### src/rtl/range_load_sequencer.sv
// Range load sequencer: buffers load requests in a FIFO, clamps them into [LO, HI-1] and issues
// spaced load pulses to the range counter. Define RANGE_LOAD_SEQ_DROP_OOR_EN to discard out-of-range entries.
module range_load_sequencer #(
    parameter int WIDTH       = 6,
    parameter int LO          = 10,
    parameter int HI          = 40,
    parameter int DEPTH       = 4,
    parameter int HOLD_CYCLES = 8
) (
    input  logic                     clk,
    input  logic                     rst,
    input  logic                     in_valid,
    output logic                     in_ready,
    input  logic [WIDTH-1:0]         in_data,
    input  logic                     in_dir,
    output logic                     load,
    output logic [WIDTH-1:0]         data,
    output logic                     u_d,
    output logic                     busy,
    output logic                     clamp_flag,
    output logic [$clog2(DEPTH):0]   fifo_level
);

    localparam int PW = $clog2(DEPTH);
    localparam int LW = PW + 1;
    localparam int HW = $clog2(HOLD_CYCLES + 1);

    localparam logic [WIDTH-1:0] LO_V  = WIDTH'(LO);
    localparam logic [WIDTH-1:0] HI_V  = WIDTH'(HI);
    localparam logic [WIDTH-1:0] MAX_V = WIDTH'(HI - 1);
    localparam logic [HW-1:0]    HOLD_LOAD = HW'(HOLD_CYCLES - 1);

    typedef enum logic [1:0] {S_IDLE, S_ISSUE, S_HOLD} state_e;

    typedef struct packed {
        logic             dir;
        logic [WIDTH-1:0] value;
        logic             oor;
    } entry_t;

    entry_t           mem_q [DEPTH];
    logic [PW-1:0]    wr_ptr_q, wr_ptr_d, rd_ptr_q, rd_ptr_d;
    logic [LW-1:0]    level_q, level_d;
    state_e           state_q, state_d;
    logic [HW-1:0]    hold_q, hold_d;
    logic             load_q, load_d;
    logic [WIDTH-1:0] data_q, data_d;
    logic             u_d_q, u_d_d;
    logic             clamp_q, clamp_d;

    logic   full, empty, push, pop, issue, drop;
    entry_t head, in_entry;

    assign full     = (level_q == LW'(DEPTH));
    assign empty    = (level_q == '0);
    assign push     = in_valid && !full;
    assign head     = mem_q[rd_ptr_q];
    assign in_entry = '{dir: in_dir, value: in_data, oor: (in_data < LO_V) || (in_data >= HI_V)};

    // NOTE: the FIFO storage has no reset; only the pointers and level need one to make it empty.
    always_ff @(posedge clk) begin
        if (push) begin
            mem_q[wr_ptr_q] <= in_entry;
        end
    end

    // NOTE: sequential state uses non-blocking assignments so every flop samples pre-edge values.
    always_ff @(posedge clk or posedge rst) begin
        if (rst) begin
            state_q  <= S_IDLE;
            hold_q   <= '0;
            wr_ptr_q <= '0;
            rd_ptr_q <= '0;
            level_q  <= '0;
            load_q   <= 1'b0;
            data_q   <= LO_V;
            u_d_q    <= 1'b1;
            clamp_q  <= 1'b0;
        end else begin
            state_q  <= state_d;
            hold_q   <= hold_d;
            wr_ptr_q <= wr_ptr_d;
            rd_ptr_q <= rd_ptr_d;
            level_q  <= level_d;
            load_q   <= load_d;
            data_q   <= data_d;
            u_d_q    <= u_d_d;
            clamp_q  <= clamp_d;
        end
    end

    // NOTE: every always_comb output gets a default first so no latch is inferred.
    always_comb begin
        state_d = state_q;
        hold_d  = hold_q;
        pop     = 1'b0;
        case (state_q)
            S_IDLE:  pop = !empty;
            S_ISSUE: begin
                state_d = S_HOLD;
                hold_d  = HOLD_LOAD;
            end
            S_HOLD: begin
                if (hold_q == '0) begin
                    pop     = !empty;
                    state_d = S_IDLE;
                end else begin
                    hold_d = hold_q - HW'(1);
                end
            end
            default: state_d = S_IDLE;
        endcase
`ifdef RANGE_LOAD_SEQ_DROP_OOR_EN
        drop = pop && head.oor;
`else
        drop = 1'b0;
`endif
        issue = pop && !drop;
        if (issue) begin
            state_d = S_ISSUE;
        end
    end

    always_comb begin
        load_d  = 1'b0;
        clamp_d = 1'b0;
        data_d  = data_q;
        u_d_d   = u_d_q;
        if (issue) begin
            load_d  = 1'b1;
            clamp_d = head.oor;
            u_d_d   = head.dir;
            if (head.value < LO_V) begin
                data_d = LO_V;
            end else if (head.value >= HI_V) begin
                data_d = MAX_V;
            end else begin
                data_d = head.value;
            end
        end
    end

    always_comb begin
        wr_ptr_d = push ? wr_ptr_q + PW'(1) : wr_ptr_q;
        rd_ptr_d = pop  ? rd_ptr_q + PW'(1) : rd_ptr_q;
        case ({push, pop})
            2'b10:   level_d = level_q + LW'(1);
            2'b01:   level_d = level_q - LW'(1);
            default: level_d = level_q;
        endcase
    end

    assign in_ready   = !full;
    assign load       = load_q;
    assign data       = data_q;
    assign u_d        = u_d_q;
    assign clamp_flag = clamp_q;
    assign fifo_level = level_q;
    assign busy       = (state_q != S_IDLE) || (level_q != '0);

endmodule

### config.mk
export PLATFORM = sky130hd
export DESIGN_NAME = range_load_sequencer
export DESIGN_NICKNAME = d
export VERILOG_FILES = /design/src/rtl/range_load_sequencer.sv
export SDC_FILE = /design/constraint.sdc
export NUM_CORES = 1
export LEC_CHECK = 0
export ABC_CLOCK_PERIOD_IN_PS = 3200
export CAP_MARGIN = 20
export CORE_AREA = 2 2 85 87
export CTS_CLUSTER_DIAMETER = 40
export DETAILED_ROUTE_END_ITERATION = 10
export DIE_AREA = 0 0 87 89
export SKIP_LAST_GASP = 1
export SYNTH_ARGS = -nofsm -noshare
export SYNTH_HDL_FRONTEND = slang
export SYNTH_SLANG_ARGS = --single-unit
### constraint.sdc
create_clock -name clk -period 3.2 [get_ports clk]
set_clock_uncertainty 0.15 [all_clocks]
set_input_delay 0.32 -clock clk [delete_from_list [all_inputs] [get_ports clk]]
set_output_delay 0.32 -clock clk [all_outputs]
set_load 0.05 [all_outputs]
==> results of run 1 <==
cells in the mapped netlist (all sizes together), types with 3 or more instances:
cell type | count | area [um2]
edfxtp | 32 | 961
dfrtp | 19 | 475
inv | 13 | 48.8
mux4 | 8 | 199
ha | 7 | 87.6
o21ai | 6 | 33.8
and3 | 5 | 32.5
mux2 | 4 | 45.0
nand3 | 4 | 20.0
a211oi | 3 | 35.0
dfstp | 3 | 78.8
nand2 | 3 | 13.8
xnor2 | 3 | 26.3
xor2 | 3 | 26.3
flip-flops by register name, indices dropped and copies added (netlist names):
signal	flops
wr_ptr_q	2
mem_q	32
load	1
u_d	1
clamp_flag	1
state_q	2
rd_ptr_q	2
hold_q	4
data	6
fifo_level	3
final cells by class:
| type | count | area (um2) |
|---|---|---|
| flip-flops and latches | 54 | 1520 |
| well taps | 80 | 100 |
| repair buffers | 24 | 238 |
| multi-input cells | 69 | 707 |
| clock buffers | 5 | 68.8 |
| inverters | 13 | 48.8 |
| fillers | 607 | 4020 |
| clock inverters | 3 | 21.3 |
worst paths after layout:
path	from	endpoint	slack [ns]	cells past startpoint
worst min register to register	data[5]	data[5]	0.37	1
worst max-delay path	hold_q[0]	fifo_level[2]	0.56	10
worst max register to register	hold_q[0]	fifo_level[2]	0.56	10
max in group asynchronous	rst	wr_ptr_q[0]	2.03	2
min in group clk	data[5]	data[5]	0.37	1
worst min-delay path	rst	data[0]	0.34	2
worst max-delay path, stage by stage, from the launching register on:
cell and delay [ns]:
dfrtp_1 0.44, inv_1 0.10, ha_1 0.13, or3b_4 0.40, a211oi_4 0.28, ha_1 0.22, inv_1 0.06, fa_1 0.37
xor2_1 0.15, nor2_1 0.13, xor2_1 0.15
power by group through the flow:
stage / combinational, mW / sequential (mW) / clock [mW]
floorplan: 0.717 / 1.33 / 0
global placement: 1.17 / 1.15 / 0
detailed placement: 1.21 / 1.17 / 0
CTS: 1.21 / 1.15 / 0.384
global route: 1.29 / 1.18 / 0.417
finish: 1.20 / 1.15 / 0.372
cell families after synthesis:
| family | count (synthesis) | synth area share |
|---|---|---|
| AOI/OAI and AO/OA | 22 | 0.0768 |
| xor gates and xnor gates | 6 | 0.0229 |
| adders and majority gates | 8 | 0.0468 |
| buffers and inverters | 16 | 0.0327 |
| DFF | 54 | 0.660 |
| muxes | 13 | 0.111 |
| and+or+nand+nor | 20 | 0.0507 |
metrics by stage:
stage	cell area, um2	setup slack [ns]	hold WS (ns)	power (mW)
floorplan	2300	0.307	0.157	2.05
finish	2700	0.565	0.337	2.72
detailed placement	2610	0.592	0.352	2.38
global route	2700	0.410	0.387	2.89
CTS	2700	0.567	0.374	2.75
global placement	2610	0.664	0.341	2.32
routing by layer:
metal | global-route usage | share of wire | vias to the layer above
li1 | - | - | 583
met1 | 0.119 | 0.43 | 632
met2 | 0.173 | 0.52 | 28
met3 | 0.0286 | 0.034 | 4
met4 | 0.0597 | 0.018 | 0
met5 | 0 | 0 | -
==> flow_metrics.tcl, run 1 <==
set metrics [dict create \
    outcome "complete, no violations" \
    rsz0062_at_grt "false" \
    post-route-min-period_ns 2.64 \
    antenna_left 0 \
    tritoncts "yes" \
    grtUsageTotal 0.103 \
    synthFlopType "edfxtp_1" \
    synth-async-reset-ratio 0.407 \
    synthDistinctLibCells 39 \
    htree_levels 2 \
    core_mm2 0.00672 \
    grt.overflow.total 0 \
    viasPerCell 5.03 \
    drc_errors 0 \
    start_kind "flip-flop" \
    postLayoutCoreUtil 0.402 \
    period_share 0.824 \
    clkLatencyLatePin_ns 0.30 \
    cts.clk_slew.worst_paths_ns 0.10 \
    grt_max_degree 23 \
    cp.arrival_ns 2.72 \
    vias 1247 \
    synthesis.area_mm2 0.00230 \
    p_sw_mw 1.08 \
    crit_path_end_kind "flip-flop" \
    syn_inst 139 \
    power_density_mw_per_mm2 1010 \
    final_cells 248 \
    cap_violations 0 \
    cts_buffers 5 \
    peakVddDrop_mv 0.226 \
    wl_mm 3.83 \
    rows 30 \
    layout_common_cells "edfxtp_1, clkdlybuf4s50_1, dfrtp_1" \
    clockPowerShare 0.137 \
    ys_seq_area_frac 0.660 \
    nets 185 \
    hold_class "in -> async" \
    timing.setup.critical_path_class "reg -> reg" \
    worst_slew_pin_slew_ns 0.861 \
    grt_pass1_wl_mm 5.89 \
    dieHeight_um 89 \
    cts.sinks 54 \
    power_frac_comb 0.441 \
    drv_slew 0 \
    start_util 0.342 \
    avgSynthCellArea_um2 16.5 \
    synth_warnings 0 \
    cts_setup_buffers 0 \
    area_growth_pct 17.5 \
    slew_headroom 0.425 \
    routedWlPerCell_um 15.4 \
    ctsHoldBuffers 0 \
    syn-num-nets 157 \
    setup_tns_ns 0 \
    cts_resized 0 \
    pwr-share-seq 0.422 \
    final-hold-violation-count 0 \
    num_antenna_cells 0 \
    cts_root_buf "clkbuf_8" \
    layout-drive-gt1-share 0.149 \
    die_area_mm2 0.00774 \
    internal_power_mw 1.64 \
    p_leak_nw 1.03 \
    first_iter_violations 43 \
    fmax_mhz 379 \
    die_w_um 87 \
    grt_pass1_vias 1231 \
    place.gp.congestion 0.702 \
    numPortBuffers 23 \
    setup_violations 0 \
    drtPass1Iterations 4 \
    boundaryPins 24 \
    synth_enable_flop_cells 32 \
    synth_seq_cells 54 \
    critical_path_required_ns 3.28 \
    layout_commonest_cell "edfxtp_1" \
    dp.cells 240 \
    dp_hpwl_mm 2.77 \
    critPathMaxFanout 5 \
    antenna_found_initial 0 \
    cts_buffer_depth 2 \
    swShare 0.397 \
]
No activity file was read; power rests on OpenSTA's default activity.
==> run 2, diff against run 1 <==
Settings changed: ABC_CLOCK_PERIOD_IN_PS 3200 to 2700.
Clock period 3.2 ns to 2.7 ns, I/O delays scaled along.
==> run 2 against run 1 <==
  * Sequential cell count unchanged
  * Hold slack got worse by 0.052 ns
  * Core utilization is 1.1 points higher
  * Wire length up 2.9%
  * Combinational power increased by 26%
  * Fmax is 0.95% higher
  * Die area did not move
  * Via count rose by 1.3%
  * Clock power up 48%
  * Largest cell class unchanged
  * Sequential share of layout area down 1.5 points
  * Largest power group unchanged
  * Sequential power grew 18%
  * Highest routed layer unchanged
  * Final area rose by 2.7%
==> flow_metrics.tcl, run 2 (synthesis results as in run 1) <==
set metrics [dict create \
    outcome "complete, no violations" \
    fmax_mhz 383 \
    cpPeakStageDelay_ns 0.41 \
    drc_errors 0 \
    tritoncts "yes" \
    post-route-min-period_ns 2.61 \
    worstPathCellList "inv_1, ha_1, or3b_4, a211oi_4, ha_2, inv_1, fa_2, xor2_1, nor2_1, xor2_1" \
    crit_path_end_kind "flip-flop" \
    post-place-ws_ns 0.0661 \
    cts_root_buf "clkbuf_8" \
    swShare 0.386 \
    setup_violations 0 \
    grt.overflow.total 0 \
    hold_slack_ns 0.285 \
    busiest_layer "met2" \
    cts.clk_slew.worst_paths_ns 0.10 \
    slew_headroom 0.427 \
    cp.arrival_ns 2.69 \
    area_growth_pct 20.7 \
    start_kind "flip-flop" \
    place.gp.congestion 0.833 \
    antenna_left 0 \
    core_mm2 0.00672 \
    final_area_mm2 0.00277 \
    fillers 581 \
    hold_class "in -> async" \
    regMostFlops "mem_q" \
    grtUsageTotal 0.108 \
    layout-drive-gt1-share 0.202 \
    htree_levels 2 \
    dieHeight_um 89 \
    die_area_mm2 0.00774 \
    timing.setup.critical_path_class "reg -> reg" \
    multi_input_area_um2 717 \
    critical_path_required_ns 2.78 \
    final-hold-violation-count 0 \
    crit_buf_inv 2 \
    layout_common_cells "edfxtp_1, clkdlybuf4s50_1, dfrtp_1" \
    largest_reg_flops 32 \
    clkLatencyLatePin_ns 0.31 \
    power_frac_comb 0.441 \
    worst_slew_pin_slew_ns 0.859 \
    period_share 0.967 \
    cts_buffers 5 \
    nets 190 \
    p_sw_mw 1.32 \
    numPortBuffers 23 \
    grt_util_met1 0.114 \
    cts_buffer_depth 2 \
    vias 1263 \
    drtPass1Iterations 4 \
    die_w_um 87 \
    met3_usage 0.0305 \
    power_density_mw_per_mm2 1230 \
    fin_ws_ns 0.0894 \
    viasPerCell 4.99 \
    drv_slew 0 \
    wl_mm 3.94 \
    num_antenna_cells 0 \
    setup_tns_ns 0 \
    postLayoutCoreUtil 0.413 \
    pwr-share-seq 0.398 \
    dp_hpwl_mm 2.76 \
    rsz0062_at_grt "true" \
    antenna_found_initial 0 \
    internal_power_mw 2.10 \
    ctsHoldBuffers 0 \
    peakVddDrop_mv 0.272 \
    grt_pass1_wl_mm 6.17 \
    rows 30 \
    grt_pass1_vias 1271 \
    crit_family "adder cells" \
    seq_area_mm2 0.00152 \
    clockPowerShare 0.161 \
    cts.sinks 54 \
    layout_commonest_cell "edfxtp_1" \
    first_iter_violations 60 \
    start_util 0.342 \
    cap_violations 0 \
    critPathMaxFanout 4 \
    p_leak_nw 1.06 \
    met2_usage 0.205 \
    boundaryPins 24 \
    place_area_mm2 0.00262 \
    critPathSlowestCell "dfrtp_1" \
    routedWlPerCell_um 15.6 \
    grt_max_degree 23 \
]
run 2: per-stage QoR:
stage	power (mW)	cells
floorplan	2.44	139
global placement	2.77	241
detailed placement	2.84	241
CTS	3.41	249
global route	3.61	253
finish	3.42	253
run 2: layout make-up:
| class | count | area share |
|---|---|---|
| clock buffer | 5 | 0.0248 |
| clock inverter | 3 | 0.0171 |
| inverter | 13 | 0.0176 |
| multi-input combinational | 69 | 0.259 |
| sequential | 54 | 0.546 |
| tap | 80 | 0.0361 |
| timing repair buffer | 29 | 0.0993 |
run 2: worst register-to-register path, cell delays in order (launching register included):
cell	delay (ns)
dfrtp_1	0.41
inv_1	0.09
ha_1	0.14
or3b_4	0.41
a211oi_4	0.27
ha_2	0.21
inv_1	0.06
fa_2	0.33
xor2_1	0.15
nor2_1	0.14
xor2_1	0.17
run 2: repair_timing:
action | 4_1_cts | 5_1_grt
resized for setup | 0 | 3
endpoints found under the setup margin | 0 | 1
setup buffers | 0 | 4
run 2: final timing paths:
| check | from | to | slack (ns) | depth (start not counted) |
|---|---|---|---|---|
| worst max-delay path | hold_q[0] | fifo_level[2] | 0.09 | 10 |
| worst min-delay path | rst | clamp_flag | 0.28 | 2 |
| worst max register to register | hold_q[0] | fifo_level[2] | 0.09 | 10 |
| worst min register to register | data[5] | data[5] | 0.37 | 1 |
| max in group asynchronous | rst | wr_ptr_q[0] | 1.58 | 2 |
| min in group clk | data[5] | data[5] | 0.37 | 1 |
run 2: layer usage:
| metal | vias to the layer above | wire length (um) |
|---|---|---|
| met5 | - | 0 |
| met4 | 0 | 39 |
| met3 | 2 | 99 |
| met2 | 20 | 2150 |
| met1 | 647 | 1650 |
| li1 | 594 | - |
run 2: power by group through the flow:
stage,clock network [mW],logic [mW],registers [mW]
6_report,0.550,1.51,1.36
5_1_grt,0.598,1.62,1.39
4_1_cts,0.572,1.47,1.36
3_5_place_dp,0,1.46,1.38
3_3_place_gp,0,1.41,1.36
2_1_floorplan,0,0.854,1.58
==> run 3, diff against run 2 <==
Settings changed: CAP_MARGIN 20 to default.
==> results of run 3 <==
No change in the layout: final DEF, timing and power equal those of run 2.
